--- config.mk ---
export PLATFORM = sky130hd
export DESIGN_NAME = hub75_line_fetch_flat
export DESIGN_NICKNAME = d
export VERILOG_FILES = /design/src/rtl/hub75_line_fetch_pkg.sv /design/src/rtl/hub75_line_fetch_if.sv /design/src/rtl/hub75_line_fetch.sv /design/src/flat_wrapper.sv
export SDC_FILE = /design/constraint.sdc
export NUM_CORES = 1
export LEC_CHECK = 0
export CAP_MARGIN = 20
export CORE_MARGIN = 8
export CORE_UTILIZATION = 60
export DETAILED_ROUTE_END_ITERATION = 10
export DONT_BUFFER_PORTS = 1
export PLACE_DENSITY_LB_ADDON = 0.08
export SETUP_SLACK_MARGIN = 0.15
export SYNTH_ARGS = -nofsm -noshare
export SYNTH_HDL_FRONTEND = slang
export SYNTH_SLANG_ARGS = --single-unit
--- constraint.sdc ---
create_clock -name clk -period 1.7 [get_ports clk]
set_clock_uncertainty 0.05 [all_clocks]
set_input_delay 0.34 -clock clk [delete_from_list [all_inputs] [get_ports clk]]
set_output_delay 0.34 -clock clk [all_outputs]
set_load 0.01 [all_outputs]
--- src/rtl/hub75_line_fetch_pkg.sv ---
// Shared definitions for the HUB75 line fetch stage: FSM encoding, default
// geometry, pixel word field offsets and the plane bit extractor.
package hub75_pkg;

   localparam int unsigned DEFAULT_COLS       = 64;
   localparam int unsigned DEFAULT_ROWS_HALF  = 32;
   localparam int unsigned DEFAULT_COLOR_BITS = 4;

   localparam int unsigned PIX_W = 3 * DEFAULT_COLOR_BITS;

   // Field offsets inside a pixel word: R lowest, then G, then B.
   localparam int unsigned R_OFS = 0;
   localparam int unsigned G_OFS = DEFAULT_COLOR_BITS;
   localparam int unsigned B_OFS = 2 * DEFAULT_COLOR_BITS;

   typedef enum logic [2:0] {
      StIdle,
      StRdUp,
      StRdLo,
      StCapLo,
      StPush,
      StDone
   } state_t;

   // Returns {B,G,R} plane bits of one pixel word.
   function automatic logic [2:0] plane_bits(input logic [PIX_W-1:0] word,
                                             input logic [1:0]       plane);
      logic [PIX_W-1:0] shifted;
      shifted = word >> plane;
      return {shifted[B_OFS], shifted[G_OFS], shifted[R_OFS]};
   endfunction

endpackage

--- src/rtl/hub75_line_fetch_if.sv ---
// Framebuffer read port and colour-pair stream between the line fetch stage
// (master) and its neighbours (slave: framebuffer + row driver).
interface hub75_line_fetch_if
   import hub75_pkg::*;
#(
   parameter int unsigned ADDR_W     = 12,
   parameter int unsigned COLOR_BITS = DEFAULT_COLOR_BITS
);

   logic                    mem_rd_en;
   logic [ADDR_W-1:0]       mem_addr;
   logic [3*COLOR_BITS-1:0] mem_rdata;
   logic                    out_valid;
   logic                    out_ready;
   logic [2:0]              color0;
   logic [2:0]              color1;
   logic [6:0]              out_col;

   modport master (
      output mem_rd_en, mem_addr, out_valid, color0, color1, out_col,
      input  mem_rdata, out_ready
   );

   modport slave (
      input  mem_rd_en, mem_addr, out_valid, color0, color1, out_col,
      output mem_rdata, out_ready
   );

endinterface

--- src/rtl/hub75_line_fetch.sv ---
// HUB75 line fetch: for a (row, plane) request, reads the upper and lower pixel
// of every column, extracts the plane bits and streams {color0, color1} pairs.
// Optional build macro HUB75_TEST_PATTERN_EN: test_mode=1 at start replaces
// memory reads with a column-derived pattern, same timing.
module hub75_line_fetch
   import hub75_pkg::*;
#(
   parameter int unsigned COLS       = DEFAULT_COLS,
   parameter int unsigned ROWS_HALF  = DEFAULT_ROWS_HALF,
   parameter int unsigned COLOR_BITS = DEFAULT_COLOR_BITS,
   parameter int unsigned ADDR_W     = 12
) (
   input  logic               clk,
   input  logic               resetn,
   input  logic               start,
   input  logic [4:0]         row,
   input  logic [1:0]         plane,
   input  logic               test_mode,
   hub75_line_fetch_if.master bus,
   output logic               busy,
   output logic               done
);

   state_t            state_q, state_d;
   logic [6:0]        col_q, col_d;
   logic [4:0]        row_q, row_d;
   logic [1:0]        plane_q, plane_d;
   logic [2:0]        color0_q, color0_d;
   logic [2:0]        color1_q, color1_d;
   logic              rd_state;
   logic [ADDR_W-1:0] pix_row;
   logic [ADDR_W-1:0] rd_addr;
   logic [3*COLOR_BITS-1:0] pix;
   logic              pat_q;

   assign pix = bus.mem_rdata;

`ifdef HUB75_TEST_PATTERN_EN
   logic pat_d;

   // Pattern mode is chosen once per row, when the request is taken.
   always_comb begin
      pat_d = pat_q;
      if (state_q == StIdle && start) pat_d = test_mode;
   end

   // Pattern mode register.
   always_ff @(posedge clk) begin
      if (!resetn) pat_q <= 1'b0;
      else         pat_q <= pat_d;
   end
`else
   logic unused_test_mode;
   assign unused_test_mode = test_mode;
   assign pat_q            = 1'b0;
`endif

   // State and datapath registers.
   always_ff @(posedge clk) begin
      if (!resetn) begin
         state_q  <= StIdle;
         col_q    <= '0;
         row_q    <= '0;
         plane_q  <= '0;
         color0_q <= '0;
         color1_q <= '0;
      end else begin
         state_q  <= state_d;
         col_q    <= col_d;
         row_q    <= row_d;
         plane_q  <= plane_d;
         color0_q <= color0_d;
         color1_q <= color1_d;
      end
   end

   // Next-state logic and per-state outputs.
   always_comb begin
      state_d   = state_q;
      col_d     = col_q;
      row_d     = row_q;
      plane_d   = plane_q;
      color0_d  = color0_q;
      color1_d  = color1_q;
      rd_state  = 1'b0;
      bus.out_valid = 1'b0;
      done      = 1'b0;
      unique case (state_q)
         StIdle: begin
            if (start) begin
               row_d   = row;
               plane_d = plane;
               col_d   = '0;
               state_d = StRdUp;
            end
         end
         StRdUp: begin
            rd_state = 1'b1;
            state_d  = StRdLo;
         end
         StRdLo: begin
            // Read data for the upper pixel arrives while the lower one is requested.
            rd_state = 1'b1;
            color0_d = pat_q ? col_q[2:0] : plane_bits(pix, plane_q);
            state_d  = StCapLo;
         end
         StCapLo: begin
            color1_d = pat_q ? ~col_q[2:0] : plane_bits(pix, plane_q);
            state_d  = StPush;
         end
         StPush: begin
            bus.out_valid = 1'b1;
            if (bus.out_ready) begin
               if (col_q == 7'(COLS - 1)) begin
                  state_d = StDone;
               end else begin
                  col_d   = col_q + 7'd1;
                  state_d = StRdUp;
               end
            end
         end
         StDone: begin
            done    = 1'b1;
            state_d = StIdle;
         end
         default: state_d = StIdle;
      endcase
   end

   // Framebuffer address: upper pixel in RD_UP, lower pixel in RD_LO.
   always_comb begin
      pix_row = ADDR_W'(row_q) + ((state_q == StRdLo) ? ADDR_W'(ROWS_HALF) : '0);
      rd_addr = pix_row * ADDR_W'(COLS) + ADDR_W'(col_q);
   end

   assign bus.mem_rd_en = rd_state & ~pat_q;
   assign bus.mem_addr  = bus.mem_rd_en ? rd_addr : '0;
   assign bus.color0    = color0_q;
   assign bus.color1    = color1_q;
   assign bus.out_col   = col_q;
   assign busy          = (state_q != StIdle);

endmodule

--- src/flat_wrapper.sv ---
// flat-port wrapper written by rule: the top's interface ports become plain ports
module hub75_line_fetch_flat import hub75_pkg::*;
#(
   parameter int unsigned COLS       = DEFAULT_COLS,
   parameter int unsigned ROWS_HALF  = DEFAULT_ROWS_HALF,
   parameter int unsigned COLOR_BITS = DEFAULT_COLOR_BITS,
   parameter int unsigned ADDR_W     = 12
)
  (clk, resetn, start, row, plane, test_mode, busy, done, bus_mem_rd_en, bus_mem_addr, bus_out_valid, bus_color0, bus_color1, bus_out_col, bus_mem_rdata, bus_out_ready);
  hub75_line_fetch_if #(.ADDR_W(ADDR_W), .COLOR_BITS(COLOR_BITS)) bus_i ();
  input  logic clk;
  input  logic resetn;
  input  logic start;
  input  logic [4:0] row;
  input  logic [1:0] plane;
  input  logic test_mode;
  output logic busy;
  output logic done;
  output wire logic [$bits(bus_i.mem_rd_en)-1:0] bus_mem_rd_en;
  output wire logic [$bits(bus_i.mem_addr)-1:0] bus_mem_addr;
  output wire logic [$bits(bus_i.out_valid)-1:0] bus_out_valid;
  output wire logic [$bits(bus_i.color0)-1:0] bus_color0;
  output wire logic [$bits(bus_i.color1)-1:0] bus_color1;
  output wire logic [$bits(bus_i.out_col)-1:0] bus_out_col;
  input wire logic [$bits(bus_i.mem_rdata)-1:0] bus_mem_rdata;
  input wire logic [$bits(bus_i.out_ready)-1:0] bus_out_ready;
  assign bus_mem_rd_en = bus_i.mem_rd_en;
  assign bus_mem_addr = bus_i.mem_addr;
  assign bus_out_valid = bus_i.out_valid;
  assign bus_color0 = bus_i.color0;
  assign bus_color1 = bus_i.color1;
  assign bus_out_col = bus_i.out_col;
  assign bus_i.mem_rdata = bus_mem_rdata;
  assign bus_i.out_ready = bus_out_ready;
  hub75_line_fetch #(.COLS(COLS), .ROWS_HALF(ROWS_HALF), .COLOR_BITS(COLOR_BITS), .ADDR_W(ADDR_W)) u_core (.clk(clk), .resetn(resetn), .start(start), .row(row), .plane(plane), .test_mode(test_mode), .bus(bus_i), .busy(busy), .done(done));
endmodule
-- After elaboration in Yosys (flattened, before gate mapping)
Cells that the tools add are included.
W data, S select, Z words.
- eq/ne operators: 9
- reduce and logical (&&, ||, !) cells: 7
- shift operators: 1
- add/subtract/negate cells: 3
- multiplexer cells: 13
- operators by type and width (cell ; count):
    $mux W7 ; 3
    $pmux W3 S5 ; 1
    $pmux W7 S2 ; 1
    $add A12 B7 Y12 ; 1
    $mux W12 ; 1
    $shr A12 B2 Y9 ; 1
    $mux W3 ; 3
    $add A7 B1 Y7 const B ; 1
    $eq A7 B6 Y1 const B ; 1
    $add A5 B6 Y6 ; 1
    $eq A3 B2 Y1 const B ; 2
    $eq A3 B3 Y1 const B ; 2
    $mux W6 ; 1
    $ne A2 B2 Y1 const B ; 3
    $reduce_and A2 Y1 ; 2
    $reduce_and A4 Y1 ; 1
    $eq A3 B1 Y1 const B ; 1
    $logic_not A3 Y1 ; 1
    $mux W1 ; 3
    $reduce_bool A3 Y1 ; 1
    $reduce_bool A2 Y1 ; 1
    $reduce_or A2 Y1 ; 1
- output and inout bits: 29
- flip-flop bits (word level): 23

-- Longest topological paths before layout
- word-level depth: 5
- mapped depth: 5
- mapped depth without buffers: 5

-- Worst setup path after synthesis
Ideal clock, no wire load.
- path type: flip-flop to output port
- from: register u_core.state_q[1]
- to: output port bus_mem_addr[2]
- cell stages (with the launch flop): 6
- setup slack: 0.125 ns
- arrival: 1.185 ns
- buffers on the path: 2
- path through: dfxtp_1 buf_2 nand2b_1 a21oi_1 buf_2 and2_1
- longest elaborated chain between the ends: 4
- elaborated cells on any way between the ends: 5
- RTL lines (element ; line ; text):
    from (decl) ; hub75_line_fetch.sv:24 ; state_t state_q, state_d;
    from (signal assigned) ; hub75_line_fetch.sv:61 ; state_q <= StIdle;
    from (signal assigned) ; hub75_line_fetch.sv:68 ; state_q <= state_d;
    $eq A3 B1 Y1 / $eq A3 B2 Y1 (equally long branches) ; hub75_line_fetch.sv:88 ; unique case (state_q)
    $reduce_or A2 Y1 (no source line) * ; -- ;
    $mux W1 * ; hub75_line_fetch.sv:88 ;
    named net bus_mem_rd_en ; flat_wrapper.sv:19 ; output wire logic [$bits(bus_i.mem_rd_en)-1:0] bus_mem_rd_en;
    $mux W12 * ; hub75_line_fetch.sv:137 ; assign bus.mem_addr = bus.mem_rd_en ? rd_addr : '0;
    to (decl) ; flat_wrapper.sv:20 ; output wire logic [$bits(bus_i.mem_addr)-1:0] bus_mem_addr;
The timed path passes the listed nets; every way through them passes the cells marked *.

-- Final worst setup path
- from: register u_core.row_q[0]
- to: output port bus_mem_addr[11]
- longest elaborated chain between the ends: 3
- RTL lines (element ; line ; text):
    from (decl) ; hub75_line_fetch.sv:26 ; logic [4:0] row_q, row_d;
    from (signal assigned) ; hub75_line_fetch.sv:70 ; row_q <= row_d;
    $add A5 B6 Y6 ; hub75_line_fetch.sv:132 ; pix_row = ADDR_W'(row_q) + ((state_q == StRdLo) ? ADDR_W'(ROWS_HALF) : '0);
    $add A12 B7 Y12 ; hub75_line_fetch.sv:133 ; rd_addr = pix_row * ADDR_W'(COLS) + ADDR_W'(col_q);
    $mux W12 ; hub75_line_fetch.sv:137 ;
No other way between the ends.

==> metrics.md <==
| Metric | Value |
|---|---|
| Status | finished, violations left |
| Failing checks | negative setup slack |
| Count of pins over their slew limit | 0 |
| Lkg Pwr | approximately 0.67 nW |
| Post-synthesis net count | 161 |
| Ys async rst share | 0% |
| Worst path arrival time | 1.41 ns |
| Clock Tree Buf Depth | 2 |
| Max-cap violations | 0 |
| TritonRoute pass-1 iters | 4 |
| Top cell type's share of synthesized area | ~36% |
| Clock share of power | between 20% and 30% |
| Area grow syn2layout | 36.8% |
| HPWL Detailed | 2.41 mm |
| Ys flop type | dfxtp_1 |
| Die area | 3830 µm² |
| Vert. Die Dim | around 62 µm |
| CTS tree | done |
| Core area | around 2000 µm² |
| Fill cells | roughly 90 |
| Sw power | 0.000334 W |
| Crit Path Max Fanout | 2 |
| Skew-Pair Late Insertion Delay | 0.31 ns |
| Sw Ratio | slightly below 30% |
| Worst setup EP type | output port |
| Post-CTS Hold Fix Bufs | 0 |
| Cell Area, Synth | between 1000 and 1500 µm² |
| # DRC | 0 |
| Synth unique cells | 34 |
| Critical Path Start Type | register |
| Clk root buf | clkbuf_4 |
| Post-synth EDFFs | 0 |
| Clk slew on worst S/H paths | approximately 0.13 ns |
| #FFs+latches synth | 23 |
| Post-placement worst setup slack | 0.121 ns |
| Final WS setup | -0.101 ns |
| Min-Delay Path Class | primary input to register |
| Power per standard cell area | 662 nW/µm² |
| GRT Total Usage | about 18% |
| Die Wd | roughly 62 µm |
| VDD IR-drop max | about 0.75 mV |
| RSZ-0062 raised after global routing | true |
| Share of cells above drive strength 1 | 46.2% |
| Mapped Avg Cell Area | 9.42 µm² |
| Antenna cells | 0 |
| GRT overflow | 0 |
| Initial antenna violation count | 0 |
| Placer Congestion | a little over 0.8 |
| Starting Density | between 60% and 70% |
| Combinational Power Share | 25.4% |
| IO Port Bufs | 0 |
| Gate Count Post-Synth | 134 |
| Seq/Total Area, Yosys | ~36% |
| Setup violations, final | 14 |
| Vias per inst | around 6.0 |
| Total CTS buffers | 3 |
| Critical Path RT | roughly 1.3 ns |
| Slew HR | roughly three quarters |
| Iteration-0 DRC Markers | 53 |
| Synth top area cells | dfxtp_1 36%, mux2i_1 13%, and2_1 6.4% |
| Fmax | 555 MHz |
| Slew at the pin closest to its max-slew limit | around 0.4 ns |
| Crit path kind | register to output port |
| First-pass GRT wire length | 5.11 mm |
| Final hold vios | 0 |
| I/O Pins | 53 |
| Final Cycle Share | 106% |
| Final WL | approximately 3.6 mm |
| Largest net degree at the start of global routing | 14 |
| Detail Route Antenna Nets | 0 |
| Power share of the sequential group | between 50% and 60% |
| Post-layout net count | about 190 |
| Total number of vias | 1119 |
| Cell Int Power | 0.000810 W |
| Hold Slack | 0.0948 ns |
| Synth area leader | dfxtp_1 |
| Fin crit period | roughly 1.8 ns |
| # clock sinks | 23 |
| Row cnt | 16 |
| H-tree Lvls | 1 |
| Drt wl/cell | between 15 and 20 µm |
| Vias in the first global route | around 1100 |
| Warnings from Yosys | 0 |
-- final timing paths --
path / end / startpoint / depth (start not counted) / slack (ns)
max reg2reg: u_core.row_q[0] / u_core.state_q[1] / 6 / 0.06
min: u_core.state_q[1] / resetn / 1 / 0.09
min reg2reg: u_core.row_q[0] / u_core.row_q[0] / 2 / 0.51
max: bus_mem_addr[11] / u_core.row_q[0] / 5 / -0.10
-- flip-flops by register name, indices dropped and copies added, names as in the netlist --
signal and flops:
u_core.plane_q 2, u_core.state_q 3, u_core.bus.out_col 7, u_core.bus.color1 3, u_core.bus.color0 3, u_core.row_q 5
-- cells in the final DEF, fill, tap and decap left out, types with 3 or more instances in the layout --
cell type	n
nand4_1	3
clkbuf_4	3
nor2_1	13
mux4_2	3
o21ai_0	5
dfxtp_1	17
buf_4	15
buf_6	9
a21oi_1	3
and2_4	12
nand2_1	8
mux2i_1	16
inv_1	3
nand3_1	3
dfxtp_2	3
o21ai_1	3
dfxtp_4	3
-- per-layer routing --
metal	global-route usage (%)	vias to the layer above	part of all wire [%]
li1	-	522	-
met4	2.27	0	1.6
met2	32.3	45	53
met1	19.3	544	37
met5	0	-	0
met3	6.38	8	8.6
-- synthesized netlist by cell type, drive strengths merged, types with 2 or more instances --
cell type and n:
a211oi 2, o31a 2, dfxtp 23, nor3 3, mux4 3, nand2 8, xnor2 2, nand3 7
nor3b 2, nor2 16, mux2i 16, nand2b 2, o21ai 8, inv 3, ha 3, buf 6
or3 2, and2 13, nand4 3, a21oi 4
-- cells by family (layout without fill, tap and decap cells) --
kind of cell / Yosys count / after routing / synth area share, %
flops: 23 / 23 / 36.5
buf+inv: 10 / 34 / 3.96
xor+xnor: 3 / 3 / 2.08
simple gates: 58 / 58 / 27.6
compound gates: 18 / 18 / 8.92
mux: 19 / 19 / 18.0
fa+ha+maj: 3 / 3 / 2.97
-- area by class of cell --
type	instances	area, µm²	share of cell area, %
clock buffer	3	22.5	1.30
clock inverter	1	5.00	0.290
inverter	4	15.0	0.870
multi-input combinational	101	921	53.3
sequential	23	475	27.5
tap	27	33.8	1.96
timing repair buffer	26	254	14.7
-- power groups by stage --
stage,registers (W),clock network (W),logic [W]
final,0.000598,0.000255,0.000291
after detailed placement,0.000604,0,0.000196
after global placement,0.000602,0,0.000191
after global routing,0.000602,0.000277,0.000309
after CTS,0.000598,0.000254,0.000252
after floorplan,0.000592,0,0.000157
-- metrics by stage --
stage	cells	TNS [ns]	area, µm²	utilization [%]	total power, W
global route	185	-1.78	1730	87.1	0.00119
CTS	179	-0.789	1610	81.3	0.00110
detailed placement	171	0	1400	70.4	0.000800
finish	185	-0.984	1730	87.1	0.00114
floorplan	134	0	1270	-	0.000749
global placement	171	0	1400	70.4	0.000793
-- critical path: stages (launching register included) --
cell and delay [ns]:
dfxtp_2 0.37, ha_4 0.16, nand3_4 0.09, nor2_4 0.10, mux2i_1 0.19, and2_4 0.18
-- timing repair --
item / 4_1_cts / 5_1_grt
gates cloned: 1 / 0
gates resized for setup: 40 / 16
setup buffers: 3 / 6
endpoints found under the setup margin: 20 / 30
pin swaps: 11 / 10
endpoints found under the hold margin: 0 / 0
(Power assumes the default switching activity.)
